--- src/rtl/cmp_arbiter.sv ---
// -----------------------------------------------------------------------------
// cmp_arbiter
//
// Two-requester round-robin arbiter and sequencer in front of a shared 4-bit
// unsigned magnitude comparator. A request is accepted over a valid/ready
// handshake and its operands are registered. They are then held on the
// comparator for HOLD_CYCLES cycles. The one-hot result (A>B, A==B, A<B) is
// returned with the requester id over a valid/ready response channel.
//
// Parameters
//   WIDTH        operand width; must be 4 to match the comparator.
//   HOLD_CYCLES  cycles the operands stay on the comparator before sampling,
//                1..15.
//
// Ports
//   clk                   system clock, rising edge
//   rst                   asynchronous reset, active high
//   req0_valid/ready/a/b  requester 0 request channel
//   req1_valid/ready/a/b  requester 1 request channel
//   rsp_valid/ready       response handshake
//   rsp_id                requester that owns the result
//   rsp_agb/aeb/alb       one-hot compare result (A>B, A==B, A<B)
//   busy                  high whenever the sequencer is not IDLE
//
// Optional build macro
//   CMP_ARB_STATS_EN  adds 8-bit saturating grant counters gnt_cnt0/gnt_cnt1.
// -----------------------------------------------------------------------------

// Combinational unsigned magnitude comparator shared by both requesters.
module cmp_arbiter_mag #(
    parameter int WIDTH = 4
) (
    input  logic [WIDTH-1:0] a_i,
    input  logic [WIDTH-1:0] b_i,
    output logic             agb_o,
    output logic             aeb_o,
    output logic             alb_o
);

    // Exactly one of the three outputs is high for any operand pair.
    always_comb begin
        agb_o = (a_i > b_i);
        aeb_o = (a_i == b_i);
        alb_o = (a_i < b_i);
    end

endmodule

module cmp_arbiter #(
    parameter int WIDTH       = 4,
    parameter int HOLD_CYCLES = 1
) (
    input  logic             clk,
    input  logic             rst,
    input  logic             req0_valid,
    output logic             req0_ready,
    input  logic [WIDTH-1:0] req0_a,
    input  logic [WIDTH-1:0] req0_b,
    input  logic             req1_valid,
    output logic             req1_ready,
    input  logic [WIDTH-1:0] req1_a,
    input  logic [WIDTH-1:0] req1_b,
    output logic             rsp_valid,
    input  logic             rsp_ready,
    output logic             rsp_id,
    output logic             rsp_agb,
    output logic             rsp_aeb,
    output logic             rsp_alb,
    output logic             busy
`ifdef CMP_ARB_STATS_EN
    ,
    output logic [7:0]       gnt_cnt0,
    output logic [7:0]       gnt_cnt1
`endif
);

    typedef enum logic [1:0] {
        ST_IDLE = 2'd0,
        ST_EVAL = 2'd1,
        ST_RESP = 2'd2
    } state_t;

    // Counter value seen on the last EVAL cycle.
    localparam logic [3:0] HOLD_LAST = 4'(HOLD_CYCLES - 1);

    state_t           state_q, state_d;
    logic             rr_last_q, rr_last_d;
    logic [3:0]       cnt_q, cnt_d;
    logic [WIDTH-1:0] op_a_q, op_a_d;
    logic [WIDTH-1:0] op_b_q, op_b_d;
    logic             op_id_q, op_id_d;
    logic             rsp_valid_q, rsp_valid_d;
    logic             rsp_id_q, rsp_id_d;
    logic             rsp_agb_q, rsp_agb_d;
    logic             rsp_aeb_q, rsp_aeb_d;
    logic             rsp_alb_q, rsp_alb_d;
    logic             busy_q;

    logic             gnt0_s;
    logic             gnt1_s;
    logic             hs_s;
    logic             cmp_agb_s;
    logic             cmp_aeb_s;
    logic             cmp_alb_s;

    cmp_arbiter_mag #(
        .WIDTH (WIDTH)
    ) u_mag (
        .a_i   (op_a_q),
        .b_i   (op_b_q),
        .agb_o (cmp_agb_s),
        .aeb_o (cmp_aeb_s),
        .alb_o (cmp_alb_s)
    );

    // Round-robin grant: only in IDLE and never while reset is asserted.
    // On a tie the requester that did not win last time gets the grant.
    always_comb begin
        gnt0_s = 1'b0;
        gnt1_s = 1'b0;
        if ((state_q == ST_IDLE) && !rst) begin
            if (req0_valid && req1_valid) begin
                gnt0_s = rr_last_q;
                gnt1_s = !rr_last_q;
            end else begin
                gnt0_s = req0_valid;
                gnt1_s = req1_valid;
            end
        end else begin
            gnt0_s = 1'b0;
            gnt1_s = 1'b0;
        end
    end

    // A grant is only given to a valid requester, so grant means handshake.
    assign hs_s       = gnt0_s | gnt1_s;
    assign req0_ready = gnt0_s;
    assign req1_ready = gnt1_s;

    // Next-state and datapath control for the IDLE -> EVAL -> RESP sequence.
    always_comb begin
        state_d     = state_q;
        rr_last_d   = rr_last_q;
        cnt_d       = cnt_q;
        op_a_d      = op_a_q;
        op_b_d      = op_b_q;
        op_id_d     = op_id_q;
        rsp_valid_d = rsp_valid_q;
        rsp_id_d    = rsp_id_q;
        rsp_agb_d   = rsp_agb_q;
        rsp_aeb_d   = rsp_aeb_q;
        rsp_alb_d   = rsp_alb_q;
        case (state_q)
            ST_IDLE: begin
                if (hs_s) begin
                    op_a_d    = gnt1_s ? req1_a : req0_a;
                    op_b_d    = gnt1_s ? req1_b : req0_b;
                    op_id_d   = gnt1_s;
                    rr_last_d = gnt1_s;
                    cnt_d     = 4'd0;
                    state_d   = ST_EVAL;
                end else begin
                    state_d = ST_IDLE;
                end
            end
            ST_EVAL: begin
                cnt_d = cnt_q + 4'd1;
                if (cnt_q == HOLD_LAST) begin
                    rsp_valid_d = 1'b1;
                    rsp_id_d    = op_id_q;
                    rsp_agb_d   = cmp_agb_s;
                    rsp_aeb_d   = cmp_aeb_s;
                    rsp_alb_d   = cmp_alb_s;
                    state_d     = ST_RESP;
                end else begin
                    state_d = ST_EVAL;
                end
            end
            ST_RESP: begin
                if (rsp_ready) begin
                    rsp_valid_d = 1'b0;
                    rsp_id_d    = 1'b0;
                    rsp_agb_d   = 1'b0;
                    rsp_aeb_d   = 1'b0;
                    rsp_alb_d   = 1'b0;
                    state_d     = ST_IDLE;
                end else begin
                    state_d = ST_RESP;
                end
            end
            default: begin
                rsp_valid_d = 1'b0;
                rsp_id_d    = 1'b0;
                rsp_agb_d   = 1'b0;
                rsp_aeb_d   = 1'b0;
                rsp_alb_d   = 1'b0;
                state_d     = ST_IDLE;
            end
        endcase
    end

    // State, operand and response registers; reset discards any operation.
    always_ff @(posedge clk or posedge rst) begin
        if (rst) begin
            state_q     <= ST_IDLE;
            rr_last_q   <= 1'b1;
            cnt_q       <= 4'd0;
            op_a_q      <= '0;
            op_b_q      <= '0;
            op_id_q     <= 1'b0;
            rsp_valid_q <= 1'b0;
            rsp_id_q    <= 1'b0;
            rsp_agb_q   <= 1'b0;
            rsp_aeb_q   <= 1'b0;
            rsp_alb_q   <= 1'b0;
            busy_q      <= 1'b0;
        end else begin
            state_q     <= state_d;
            rr_last_q   <= rr_last_d;
            cnt_q       <= cnt_d;
            op_a_q      <= op_a_d;
            op_b_q      <= op_b_d;
            op_id_q     <= op_id_d;
            rsp_valid_q <= rsp_valid_d;
            rsp_id_q    <= rsp_id_d;
            rsp_agb_q   <= rsp_agb_d;
            rsp_aeb_q   <= rsp_aeb_d;
            rsp_alb_q   <= rsp_alb_d;
            busy_q      <= (state_d != ST_IDLE);
        end
    end

    assign rsp_valid = rsp_valid_q;
    assign rsp_id    = rsp_id_q;
    assign rsp_agb   = rsp_agb_q;
    assign rsp_aeb   = rsp_aeb_q;
    assign rsp_alb   = rsp_alb_q;
    assign busy      = busy_q;

`ifdef CMP_ARB_STATS_EN
    logic [7:0] gnt_cnt0_q;
    logic [7:0] gnt_cnt1_q;

    // Saturating per-requester handshake counters.
    always_ff @(posedge clk or posedge rst) begin
        if (rst) begin
            gnt_cnt0_q <= 8'd0;
            gnt_cnt1_q <= 8'd0;
        end else begin
            if (gnt0_s && (gnt_cnt0_q != 8'hFF)) begin
                gnt_cnt0_q <= gnt_cnt0_q + 8'd1;
            end
            if (gnt1_s && (gnt_cnt1_q != 8'hFF)) begin
                gnt_cnt1_q <= gnt_cnt1_q + 8'd1;
            end
        end
    end

    assign gnt_cnt0 = gnt_cnt0_q;
    assign gnt_cnt1 = gnt_cnt1_q;
`endif

endmodule

--- config.mk ---
export PLATFORM = sky130hd
export DESIGN_NAME = cmp_arbiter
export DESIGN_NICKNAME = d
export VERILOG_FILES = /design/src/rtl/cmp_arbiter.sv
export SDC_FILE = /design/constraint.sdc
export NUM_CORES = 1
export LEC_CHECK = 0
export ABC_CLOCK_PERIOD_IN_PS = 2300
export BUFFER_PORTS_ARGS = -buffer_cell sky130_fd_sc_hd__clkbuf_2
export CORE_ASPECT_RATIO = 1.2
export CORE_UTILIZATION = 54
export DETAILED_ROUTE_END_ITERATION = 16
export PLACE_DENSITY_LB_ADDON = 0.3
export SETUP_SLACK_MARGIN = 0.05
export SKIP_CTS_REPAIR_TIMING = 1
export SYNTH_ARGS = -nofsm -noshare
export SYNTH_HDL_FRONTEND = slang
export SYNTH_SLANG_ARGS = --single-unit
export TNS_END_PERCENT = 1
--- constraint.sdc ---
create_clock -name clk -period 2.3 [get_ports clk]
set_clock_uncertainty 0.15 [all_clocks]
set_input_delay 0.345 -clock clk [delete_from_list [all_inputs] [get_ports clk]]
set_output_delay 0.345 -clock clk [all_outputs]
set_load 0.01 [all_outputs]
==> summary.txt, run 1 <==
Floorplanning
  – Number of standard-cell rows in the floorplan: 17
  – Horiz. Die Dim: approximately 43 um
  – Die Y: 50.99 um
  – Placeable core area: 1851 sq um
  – Effective utilization at floorplan: 0.5835
  – I/O Pins: 29
  – Die ar.: 2183 sq um

Routing
  – Per-cell via count in the routed design: 5.564
  – Post-route ant nets: 0
  – Remaining DRCs: 0
  – Routed via count: 918
  – Average detailed-routed wire length per instance: around 13 um
  – Detailed Routing Iterations Pass 1: 4
  – Wire length reported by the detailed router: 2170 um
  – Count of routing violations after the opening detailed-route iteration: 13

Logic synthesis
  – Async S/R FF share, synth: 1.000
  – Sequential area share after synthesis: 0.5110
  – Syn avg cell area: 9.389 sq um
  – Post-Synthesis Net Count: 142
  – Most frequently used flop master after synthesis: dfrtp_1
  – Flip-flop and latch count after synthesis: 22
  – Number of enable-type register cells in the synthesized netlist: 0
  – Number of cells produced by synthesis: ~120
  – Warnings from Yosys: 0
  – Synth unique cells: 29
  – Post-Synthesis Cell Area: 1080 sq um

Clock tree
  – Clock transition at path regs: ~0.12 ns
  – H-Tree Depth: 1
  – Source-to-sink clock delay at the later pin of the worst-skew pair: 0.30 ns
  – Number of buffers on the longest clock path: 2
  – Total CTS buffers: 3
  – Total clock sinks: 22
  – TritonCTS clock tree: yes
  – Root buffer cell: clkbuf_4

Power
  – Power per standard cell area: 1280 nW/um^2
  – Peak supply drop: 0.7133 mV
  – Overall power: 1.635 mW
  – Leakage power total: 0.6971 nW

Critical path
  – Crit-path cells: nor3_4 -> nand3_1 -> inv_2 -> clkbuf_2
  – Setup crit start kind: flip-flop
  – CP max FO: 9
  – Delay of the slowest critical-path stage: 0.46 ns
  – Buffer and inverter count on the worst path: 2
  – Kind of critical path: reg2out
  – Worst-path cell with the longest stage delay: dfrtp_1
  – Category of cells accounting for the largest share of critical-path delay: flip-flops
  – Worst Setup End Kind: output port
  – Arrival time at the worst endpoint: 1.47 ns
  – Required time at the endpoint of the critical path: 1.80 ns

Final layout
  – Area delta synth->final: 18.31%
  – Most frequent cells in the layout: clkbuf_2, nand2_1, dfrtp_1, a21oi_1, inv_1
  – Most common library cell in the layout ignoring fill and taps: clkbuf_2
  – End-of-flow core utilization: 0.6903
  – Proportion of layout cells with a drive suffix above 1: 0.2808
  – Cell area after layout: 1277 sq um
  – Count of inserted antenna diode cells: 0
  – Final layout net count: approximately 170
  – Non-filler instance count after layout: 165

Global routing
  – Total global routing overflow: 0
  – Maximum number of pins on one net before global-route repair: 23
  – Wire length of the first global-routing pass: 3588 um
  – Number of antenna violations at the first check in global routing: 0
  – Via count of the first global-routing pass: 879
  – Total global-route track usage: 0.2132

Placement
  – Cell total after placement: 161
  – DP Area: 1241 sq um
  – Post-Place Worst Slack: 0.6643 ns
  – Final weighted congestion in routability-driven placement: between 0.7 and 0.8
  – Buffers on Ports: 28
  – Estimated wirelength of the detail-placed design: 1663 um

STA
  – Relative slew slack: 0.4633
  – Shortest clock period the worst path allows after layout: between 1.5 and 2 ns
  – Final hold violation count: 0
  – Total negative setup slack: 0 ns
  – Number of failing setup endpoints in the final timing report: 0
  – Worst hold slack: 0.05829 ns
  – Highest Clock Rate: 508.0 MHz
  – Post-layout worst setup margin: 0.3314 ns
  – Worst slew pin tran: 0.8042 ns
  – Share of the clock period used by the worst path after layout: 0.8559
  – RSZ-0062 raised after global routing: no
  – Count of pins over their slew limit: 0

Job
  – Max capacitance violation total: 0

Run status
  – Status: complete, no violations

Min path
  – Worst hold path type: in2async
worst reg2reg max path, stage by stage, from the launching register on:
cell     delay, ns
dfrtp_1       0.40
inv_1         0.07
ha_1          0.18
nor3b_2       0.16
o21ai_0       0.43
a22o_1        0.23
worst paths after layout:
| path | slack [ns] | cells after the start | startpoint | to |
|---|---|---|---|---|
| worst max-delay path | 0.33 | 4 | state_q[0] | req1_ready |
| worst min-delay path | 0.06 | 2 | rst | busy |
| worst max register to register | 0.62 | 5 | cnt_q[0] | rsp_id |
| worst min register to register | 0.33 | 2 | rr_last_q | rr_last_q |
| max in group asynchronous | 1.44 | 2 | rst | op_a_q[1] |
| min in group clk | 0.09 | 3 | req0_a[1] | op_a_q[1] |
state kept, by name, indices dropped and copies added, names as in the netlist:
signal     flops
state_q        2
op_b_q         4
rr_last_q      1
rsp_id         1
rsp_valid      1
rsp_agb        1
rsp_alb        1
rsp_aeb        1
op_a_q         4
busy           1
op_id_q        1
cnt_q          4
synthesized netlist by cell type (2+ instances only):
master	n	area, sq um
a21oi_1	14	70.07
o21ai_0	6	30.03
nor2_1	7	26.28
inv_1	8	30.03
nand2_1	25	93.84
ha_1	6	75.07
a22oi_1	4	30.03
buf_2	2	10.01
nand3_1	3	15.01
dfrtp_1	21	525.5
area by class of cell:
| type | count | area (sq um) |
|---|---|---|
| Inverter | 9 | 33.78 |
| Clock buffer | 4 | 36.28 |
| Tap cell | 19 | 23.77 |
| Fill cell | 152 | 573.1 |
| Timing Repair Buffer | 29 | 147.6 |
| Multi-Input combinational cell | 82 | 484.2 |
| Sequential cell | 22 | 551.8 |
power by group:
group	internal [mW]	total, mW	switching, mW
Sequential	0.568	0.686	0.118
Clock	0.0964	0.210	0.114
Combinational	0.310	0.739	0.429
cell families (layout without fill, tap and decap cells):
kind of cell	count (synthesis)	in the layout	share of synthesized area
AO/OA/AOI/OAI	31	31	0.1738
XOR/XNOR	1	1	0.008113
adder cells (fa/ha/maj)	6	6	0.06952
buffers and inverters	11	42	0.04055
flip-flops	22	22	0.5110
AND/OR/NAND/NOR	44	44	0.1970
layer usage:
metal  wire, um  GRT usage
met1        956     0.2761
met3        101    0.03534
met4         29    0.06250
met5          0          0
met2       1082     0.3636
Power figures use the tool's default switching activity.
==> run 2: changes to the inputs <==
--- a/config.mk
+++ b/config.mk
@@ -5,12 +5,14 @@
 export SDC_FILE = /design/constraint.sdc
 export NUM_CORES = 1
 export LEC_CHECK = 0
-export ABC_CLOCK_PERIOD_IN_PS = 2300
+export ABC_CLOCK_PERIOD_IN_PS = 2000
 export BUFFER_PORTS_ARGS = -buffer_cell sky130_fd_sc_hd__clkbuf_2
+export CAP_MARGIN = 5
 export CORE_ASPECT_RATIO = 1.2
-export CORE_UTILIZATION = 54
+export CORE_UTILIZATION = 50
 export DETAILED_ROUTE_END_ITERATION = 16
 export PLACE_DENSITY_LB_ADDON = 0.3
+export RECOVER_POWER = 25
 export SETUP_SLACK_MARGIN = 0.05
 export SKIP_CTS_REPAIR_TIMING = 1
 export SYNTH_ARGS = -nofsm -noshare
==> constraint.sdc (replaced) <==
create_clock -name clk -period 2 [get_ports clk]
set_clock_uncertainty 0.15 [all_clocks]
set_input_delay 0.3 -clock clk [delete_from_list [all_inputs] [get_ports clk]]
set_output_delay 0.3 -clock clk [all_outputs]
set_load 0.01 [all_outputs]
==> summary.txt, run 2 (synthesized netlist as in run 1, its figures left out) <==
STA
  – Shortest clock period the worst path allows after layout: ~1.9 ns
  – Post-layout worst setup margin: 0.1048 ns
  – Worst slew pin tran: ~0.68 ns
  – Number of failing setup endpoints in the final timing report: 0
  – Relative slew slack: 0.5469
  – RSZ-0062 raised after global routing: no
  – Total negative setup slack: 0 ns
  – Highest Clock Rate: 527.7 MHz
  – Count of pins over their slew limit: 0
  – Final hold violation count: 0
  – Share of the clock period used by the worst path after layout: 0.9476

Routing
  – Per-cell via count in the routed design: 5.033
  – Wire length reported by the detailed router: 2194 um
  – Routed via count: 926
  – Average detailed-routed wire length per instance: 11.92 um
  – Detailed Routing Iterations Pass 1: 10
  – Post-route ant nets: 0
  – Remaining DRCs: 1
  – Count of routing violations after the opening detailed-route iteration: 11

Placement
  – Buffers on Ports: 28
  – Post-Place Worst Slack: 0.3460 ns
  – Cell total after placement: 173
  – Final weighted congestion in routability-driven placement: 0.7471
  – Estimated wirelength of the detail-placed design: around 1600 um

Power
  – Leakage power total: between 0.7 and 0.8 nW
  – Peak supply drop: 0.9757 mV
  – Overall power: a little under 2 mW
  – Power per standard cell area: between 1000 and 1500 nW/um^2

Min path
  – Worst Hold Launch: req0_a[2]
  – Hold Path Sink: op_a_q[2]
  – Hold path depth: 3
  – Worst hold path type: in2reg

Global routing
  – Wire length of the first global-routing pass: roughly 3400 um
  – Via count of the first global-routing pass: approximately 800
  – Number of antenna violations at the first check in global routing: 0
  – Total global-route track usage: 0.2007
  – Total global routing overflow: 0
  – Maximum number of pins on one net before global-route repair: 18

Final layout
  – Final layout net count: 182
  – Number of filler cells placed in the layout: about 180
  – Largest registers ranked by flip-flop count: cnt_q: 4 flops, op_a_q: 4 flops, op_b_q: 4 flops
  – Non-filler instance count after layout: 184
  – Most common library cell in the layout ignoring fill and taps: clkbuf_2
  – End-of-flow core utilization: 0.6618
  – Area delta synth->final: 25.61%
  – Count of inserted antenna diode cells: 0
  – Most frequent cells in the layout: clkbuf_2, nand2_1, dfrtp_1, a21oi_1, inv_1
  – Proportion of layout cells with a drive suffix above 1: 0.3182

Floorplanning
  – I/O Pins: 29
  – Placeable core area: 2049 sq um
  – Effective utilization at floorplan: 0.5269
  – Die Y: 52.91 um
  – Horiz. Die Dim: 44.42 um
  – Die ar.: between 2000 and 2500 sq um
  – Number of standard-cell rows in the floorplan: 18

Critical path
  – Endpoint of the lowest-slack register-to-register path: rsp_id
  – Arrival time at the worst endpoint: between 1 and 1.5 ns
  – Setup slack, reg-to-reg: about 0.32 ns
  – Worst Setup End Kind: output port
  – CP max FO: 7
  – Depth of the worst register-to-register path: 5
  – Required time at the endpoint of the critical path: 1.55 ns
  – Kind of critical path: reg2out
  – FF-to-FF Start: cnt_q[0]
  – Setup crit start kind: flip-flop

Clock tree
  – Total clock sinks: 22
  – Source-to-sink clock delay at the later pin of the worst-skew pair: 0.31 ns
  – Root buffer cell: clkbuf_4
  – H-Tree Depth: 1
  – TritonCTS clock tree: yes
  – Total CTS buffers: 3
  – Number of buffers on the longest clock path: 2
  – Clock transition at path regs: about 0.13 ns

Job
  – Max capacitance violation total: 0

Run status
  – Status: finished, violations left
  – Violated checks: DRC
-- run 2: worst max-delay path, cell delays in order (launching register included) --
cell and delay [ns]:
dfrtp_2 0.46, nor3_4 0.26, nand3_2 0.14, inv_2 0.13, clkbuf_2 0.15
-- run 2: final cells by class --
| cell class | instances | area (sq um) | share of cell area |
|---|---|---|---|
| sequential | 22 | 553.0 | 0.4077 |
| tap | 30 | 37.54 | 0.02768 |
| timing repair buffer | 37 | 206.4 | 0.1522 |
| inverter | 9 | 33.78 | 0.02491 |
| clock buffer | 4 | 36.28 | 0.02675 |
| multi-input combinational | 82 | 489.2 | 0.3607 |
-- run 2: layer usage --
metal / global-route usage / routed length [um] / vias to the layer above
li1: - / - / 475
met1: 0.2711 / 1027 / 422
met2: 0.3064 / 1072 / 24
met3: 0.04096 / 59 / 5
met4: 0.09091 / 34 / 0
met5: 0 / 0 / -
-- run 2: metrics by stage --
step,cell area (sq um),hold slack [ns]
2_1_floorplan,1080,0.1385
3_3_place_gp,1262,0.08681
3_5_place_dp,1262,0.09294
4_1_cts,1299,-0.2465
5_1_grt,1356,0.01331
6_report,1356,0.03634
-- run 2: worst max-delay path by stage --
stage | startpoint | to
after floorplan | cnt_q[0] | rsp_id
after global placement | state_q[0] | req1_ready
after detailed placement | cnt_q[0] | rsp_id
after CTS | state_q[0] | req1_ready
after global routing | state_q[1] | req1_ready
final | state_q[1] | req1_ready
-- run 2: power breakdown --
part	switching, mW	internal (mW)
clock	0.141	0.111
combinational	0.494	0.391
sequential	0.134	0.655
total	0.769	1.16
